**src/rtl/axi_write_beat_addr_gen.sv**
```systemverilog
// Purpose: AXI write pass-through that generates per-beat byte address/size, wlast and a sticky protocol error flag.
// Latency: zero added cycles on AW, W and B; one burst in flight, new AW accepted the cycle after the final W beat.
// Backpressure: ready/valid propagated combinationally; W held off (never dropped) until its AW is accepted.
module axi_write_beat_addr_gen #(
    parameter int DATA_WIDTH = 64,
    parameter int DATA_BYTES = DATA_WIDTH / 8
) (
    input  logic                  aclk,
    input  logic                  aresetn,

    input  logic [31:0]           u_axi_awaddr,
    input  logic [2:0]            u_axi_awsize,
    input  logic [7:0]            u_axi_awlen,
    input  logic [1:0]            u_axi_awburst,
    input  logic                  u_axi_awvalid,
    output logic                  u_axi_awready,

    input  logic [DATA_WIDTH-1:0] u_axi_wdata,
    input  logic [DATA_BYTES-1:0] u_axi_wstrb,
    input  logic                  u_axi_wlast,
    input  logic                  u_axi_wvalid,
    output logic                  u_axi_wready,

    output logic [31:0]           d_axi_awaddr,
    output logic [2:0]            d_axi_awsize,
    output logic [7:0]            d_axi_awlen,
    output logic [1:0]            d_axi_awburst,
    output logic                  d_axi_awvalid,
    input  logic                  d_axi_awready,

    output logic [DATA_WIDTH-1:0] d_axi_wdata,
    output logic [DATA_BYTES-1:0] d_axi_wstrb,
    output logic                  d_axi_wlast,
    output logic                  d_axi_wvalid,
    input  logic                  d_axi_wready,

    output logic [31:0]           d_axi_waddr,
    output logic [2:0]            d_axi_wsize,

    output logic [1:0]            u_axi_bresp,
    output logic                  u_axi_bvalid,
    input  logic                  u_axi_bready,
    input  logic [1:0]            d_axi_bresp,
    input  logic                  d_axi_bvalid,
    output logic                  d_axi_bready,

    output logic                  err_sticky
);

    // Largest legal awsize for this data width (log2 of the byte lanes).
    localparam logic [2:0] MAX_SIZE = 3'($clog2(DATA_BYTES));

    typedef enum logic {
        IDLE = 1'b0,
        DATA = 1'b1
    } state_t;

    state_t      state_q;
    state_t      state_d;
    logic [7:0]  beat_cnt;
    logic [31:0] cur_addr;
    logic [2:0]  lat_size;
    logic [7:0]  lat_len;
    logic [1:0]  lat_burst;
    logic        err_q;

    logic        aw_hs;
    logic        w_hs;
    logic        gen_last;
    logic        aw_err;
    logic        last_err;

    logic [31:0] size_bytes;
    logic [31:0] aligned_addr;
    logic [31:0] incr_addr;
    logic [31:0] wrap_bytes;
    logic [31:0] wrap_mask;
    logic [31:0] wrap_addr;
    logic [31:0] next_addr;

    // WRAP bursts are only meaningful for 2, 4, 8 or 16 beats.
    function automatic logic is_wrap_len(input logic [7:0] len);
        return (len == 8'd1) || (len == 8'd3) || (len == 8'd7) || (len == 8'd15);
    endfunction

    assign aw_hs    = (state_q == IDLE) && u_axi_awvalid && d_axi_awready;
    assign w_hs     = (state_q == DATA) && u_axi_wvalid && d_axi_wready;
    assign gen_last = (state_q == DATA) && (beat_cnt == lat_len);

    // Bad size, reserved burst type or illegal WRAP length are flagged when the AW is accepted.
    assign aw_err   = (u_axi_awsize > MAX_SIZE) || (u_axi_awburst == 2'b11) ||
                      ((u_axi_awburst == 2'b10) && !is_wrap_len(u_axi_awlen));
    assign last_err = w_hs && (u_axi_wlast != gen_last);

    // Next beat address: FIXED holds, INCR steps from the size-aligned address, WRAP folds into the wrap window.
    always_comb begin
        size_bytes   = 32'd1 << lat_size;
        aligned_addr = cur_addr & ~(size_bytes - 32'd1);
        incr_addr    = aligned_addr + size_bytes;
        wrap_bytes   = ({24'd0, lat_len} + 32'd1) << lat_size;
        wrap_mask    = wrap_bytes - 32'd1;
        wrap_addr    = (cur_addr & ~wrap_mask) | (incr_addr & wrap_mask);
        next_addr    = incr_addr;
        case (lat_burst)
            2'b00:   next_addr = cur_addr;
            2'b10:   next_addr = is_wrap_len(lat_len) ? wrap_addr : incr_addr;
            default: next_addr = incr_addr;
        endcase
    end

    // Channel gating and next-state: AW open only in IDLE, W open only in DATA.
    always_comb begin
        state_d       = state_q;
        d_axi_awvalid = 1'b0;
        u_axi_awready = 1'b0;
        d_axi_wvalid  = 1'b0;
        u_axi_wready  = 1'b0;
        case (state_q)
            IDLE: begin
                d_axi_awvalid = u_axi_awvalid;
                u_axi_awready = d_axi_awready;
                if (aw_hs) begin
                    state_d = DATA;
                end
            end
            DATA: begin
                d_axi_wvalid = u_axi_wvalid;
                u_axi_wready = d_axi_wready;
                if (w_hs && gen_last) begin
                    state_d = IDLE;
                end
            end
            default: state_d = IDLE;
        endcase
    end

    // State register.
    always_ff @(posedge aclk or negedge aresetn) begin
        if (!aresetn) begin
            state_q <= IDLE;
        end else begin
            state_q <= state_d;
        end
    end

    // Burst context: latch AW fields on acceptance, advance beat counter and address per W beat.
    always_ff @(posedge aclk or negedge aresetn) begin
        if (!aresetn) begin
            beat_cnt  <= 8'd0;
            cur_addr  <= 32'd0;
            lat_size  <= 3'd0;
            lat_len   <= 8'd0;
            lat_burst <= 2'd0;
        end else if (aw_hs) begin
            beat_cnt  <= 8'd0;
            cur_addr  <= u_axi_awaddr;
            lat_size  <= u_axi_awsize;
            lat_len   <= u_axi_awlen;
            lat_burst <= u_axi_awburst;
        end else if (w_hs) begin
            beat_cnt  <= beat_cnt + 8'd1;
            cur_addr  <= next_addr;
        end
    end

    // Sticky protocol error; only reset clears it.
    always_ff @(posedge aclk or negedge aresetn) begin
        if (!aresetn) begin
            err_q <= 1'b0;
        end else if ((aw_hs && aw_err) || last_err) begin
            err_q <= 1'b1;
        end
    end

    assign d_axi_awaddr  = u_axi_awaddr;
    assign d_axi_awsize  = u_axi_awsize;
    assign d_axi_awlen   = u_axi_awlen;
    assign d_axi_awburst = u_axi_awburst;

    assign d_axi_wdata   = u_axi_wdata;
    assign d_axi_wstrb   = u_axi_wstrb;
    assign d_axi_wlast   = gen_last;

    assign d_axi_waddr   = cur_addr;
    assign d_axi_wsize   = lat_size;

    assign u_axi_bresp   = d_axi_bresp;
    assign u_axi_bvalid  = d_axi_bvalid;
    assign d_axi_bready  = u_axi_bready;

    assign err_sticky    = err_q;

endmodule

```
**config.mk**
```make
export PLATFORM = sky130hd
export DESIGN_NAME = axi_write_beat_addr_gen
export DESIGN_NICKNAME = d
export VERILOG_FILES = /design/src/rtl/axi_write_beat_addr_gen.sv
export SDC_FILE = /design/constraint.sdc
export NUM_CORES = 1
export LEC_CHECK = 0
export CAP_MARGIN = 20
export CORE_MARGIN = 2
export CORE_UTILIZATION = 38
export CTS_BUF_LIST = sky130_fd_sc_hd__clkbuf_4
export DETAILED_ROUTE_END_ITERATION = 7
export PLACE_DENSITY_LB_ADDON = 0.05
export SETUP_SLACK_MARGIN = 0.4
export SYNTH_ARGS = -nofsm -noshare
export SYNTH_HDL_FRONTEND = slang
export SYNTH_SLANG_ARGS = --single-unit
```
**constraint.sdc**
```tcl
create_clock -name aclk -period 3.39 [get_ports aclk]
set_input_delay 0.8475 -clock aclk [delete_from_list [all_inputs] [get_ports aclk]]
set_output_delay 0.8475 -clock aclk [all_outputs]
set_load 0.02 [all_outputs]
```
==> impl_results.md <==
* Critical path required time at between 3000 and 4000 ps
* Initial antenna violation count at 1
* Vias in the first global route at 5609
* Die area at 16400 um^2
* Final Skew at 8.55 ps
* YS warnings at 0
* Setup TNS at 0 ps
* Core area at 15100 um^2
* Post-synth top flop: dfrtp_1
* Register area share after synthesis at 0.236
* Fmax at 327 MHz
* Final setup fails at 0
* Total power at 6.73 mW
* Status: completed
* CTS H-tree lvls at 2
* Die Y at around 130 um
* Port bufs at 137
* Clk Tree Root Cell: clkbuf_4
* Total number of vias at roughly 6.0k
* Worst-path maximum fanout at 4
* Post-Syn Area per Cell at 7.62 um^2
* Clock sinks at 55
* EDFF count, synth at 0
* PwrDens at 863 nW/um^2
* CTS tree: yes
* First-pass GRT wire length at 31600 um
* Final Cycle Share at 0.902
* Final antenna-violating net count at 0
* Hpwl dp at 15700 um
* Routability cong. at 0.854
* Startpoint types: flip-flop
* Num rows at 45
* DRC violations left at 0
* RSZ-0062 raised after global routing: yes
* Hold Crit Class: input pin to async pin
* Fillers at ~1.5k
* Die Wd at 128 um
* Initial Util at 0.386
* Max Cap Viol at 0
* Area growth, synth to finish at 33.7%
* P_leak at 3.09 nW
* Commonest non-fill, non-tap cell in the layout: clkdlybuf4s50_1
* Worst slew margin at 0.474
* Post-synthesis register bit count at 55
* Post-synth ARST share at 1.00
* Min cycle time layout at just over 3000 ps
* Gr usage total at 0.247
* Layout Nets at approximately 980
* Setup CP Type: flip-flop to flip-flop
* Io pins at 290
* Placed Instances at 975
* Max-slew violations at 0
* Largest net degree at the start of global routing at 68
* Reg-to-reg slack, setup at between 300 and 400 ps
* DRT Wirelength at roughly 21000 um
* R2r startpoint: lat_len[0]$_DFFE_PN0P_
* Final std cells w/o fill at 1030
* Commonest non-fill, non-tap cells in the layout: clkdlybuf4s50_1 (132), nand2_1 (86), buf_4 (75), dfrtp_1 (46), o21ai_0 (42)
* First-pass detailed-route iteration total at 7
* Tightest Pin Transition at 789 ps
* Endpoints failing hold at 0
* Cells on worst reg2reg path at 12
* Num CTS Buffers at 5
* Worst-Skew Late Latency at 420 ps
* Distinct cells, synth at 82
* Endpoint class of the critical path: flip-flop
* Synthesized instance count at 765
* Mapped Area at 5830 um^2
* Initial DRC count at roughly 460
* Clock slew at reported path FFs at 200 ps
* Vias per cell at about 5.8
* WL/cell at 20.4 um
* Max clock buf depth at 2
* Syn Nets at 902
* Worst path arrival time at around 3400 ps
* Worst vdd ir at between 300 and 400 uV
* Layout cell share with drive strength beyond 1 at 0.249
* Grt ovf at 0
## through the flow
stage	instance area, um^2	utilization	setup WS (ps)	hold WS [ps]
floorplan	5980	-	101	508
global placement	6820	0.452	127	484
detailed placement	6820	0.452	44.4	483
CTS	7250	0.481	368	472
global route	7800	0.517	146	481
finish	7800	0.517	333	469
## cell usage after synthesis (3+ instances only)
library cell  count  area share
and3_1           11       0.012
o2111ai_1         7       0.011
mux2i_1           5      0.0086
nand2b_1          9      0.0097
a211oi_1          7      0.0090
buf_4           125        0.16
o211ai_1         11       0.014
o31ai_1           5      0.0064
xor2_1           15       0.023
dfrtp_1          55        0.24
a21o_1            7      0.0090
xnor2_1          17       0.026
nor4_1            8      0.0086
a22oi_1           9       0.012
nand3_1          36       0.031
buf_2            16       0.014
o21ai_0          50       0.043
nor3_1           14       0.012
o22ai_1           5      0.0054
ha_1              9       0.019
nand2_1          88       0.057
a2bb2oi_1         4      0.0060
nand4_1          18       0.019
a31oi_1          12       0.013
buf_1             4      0.0026
and2_1           10       0.011
nor2_1           40       0.026
o41ai_1           3      0.0045
a211o_1           3      0.0045
a21oi_1          40       0.034
o221ai_1          5      0.0075
nor2b_1           7      0.0075
clkbuf_1         23       0.015
inv_1            18       0.012
a21boi_0          3      0.0039
or3_1             6      0.0064
or4_1             4      0.0052
## repair_timing
item                                    in CTS  in global routing
gates resized for setup                     41                 84
hold buffers                                 0                  0
setup buffers                               19                 25
endpoints found under the setup margin      24                 27
cloned                                       0                  2
pin swaps                                   17                 46
## how the worst max path moves through the flow
| stage | startpoint | slack, ps | end | depth (start not counted) |
|---|---|---|---|---|
| after floorplan | d_axi_wsize[0]$_DFFE_PN0P_ | 100 | flip-flop | 17 |
| after global placement | lat_len[0]$_DFFE_PN0P_ | 130 | flip-flop | 14 |
| after detailed placement | lat_len[0]$_DFFE_PN0P_ | 40 | flip-flop | 14 |
| after CTS | lat_len[1]$_DFFE_PN0P_ | 370 | flip-flop | 10 |
| after global routing | lat_len[1]$_DFFE_PN0P_ | 150 | flip-flop | 14 |
| final | lat_len[0]$_DFFE_PN0P_ | 330 | flip-flop | 12 |
## worst max-delay path, cell delays in order, from the launching register on
cell and delay [ps]:
dfrtp_2 490, buf_6 140, a311o_1 370, o211a_1 160
o31ai_2 220, nor3b_2 260, nand4_1 170, buf_4 180
buf_6 120, or3b_4 400, xor2_2 150, a21oi_1 80
o2bb2a_2 240
## routing by layer
metal	GRT usage	up-vias	wire [um]
met3	0.0426	67	1310
met2	0.391	246	9740
li1	-	2810	-
met4	0.0937	0	600
met1	0.338	2900	9380
met5	0	-	0
## power by group
group | internal, mW | switching [mW]
logic | 2.38 | 2.69
registers | 0.879 | 0.416
clock network | 0.0915 | 0.266
## cell type report
| cell class | instances | area, um^2 | share of cell area |
|---|---|---|---|
| Antenna cell | 1 | 2.50 | 0.000321 |
| Clock buffer | 5 | 37.5 | 0.00481 |
| Clock inverter | 3 | 33.8 | 0.00433 |
| Inverter | 19 | 83.8 | 0.0108 |
| Multi-Input combinational cell | 522 | 3750 | 0.480 |
| Sequential cell | 55 | 1390 | 0.178 |
| Tap cell | 188 | 235 | 0.0302 |
| Timing Repair Buffer | 237 | 2270 | 0.291 |
## kinds of logic (layout without fill, tap and decap cells)
| family | count (synthesis) | after routing | synth area share |
|---|---|---|---|
| buf+inv | 188 | 264 | 0.206 |
| fa+ha+maj | 9 | 9 | 0.0193 |
| simple gates | 268 | 268 | 0.234 |
| mux | 6 | 6 | 0.0105 |
| compound gates | 205 | 205 | 0.240 |
| xor+xnor | 34 | 34 | 0.0536 |
| flops | 55 | 55 | 0.236 |
| other cells | 0 | 1 | 0 |
(Power assumes the default switching activity.)
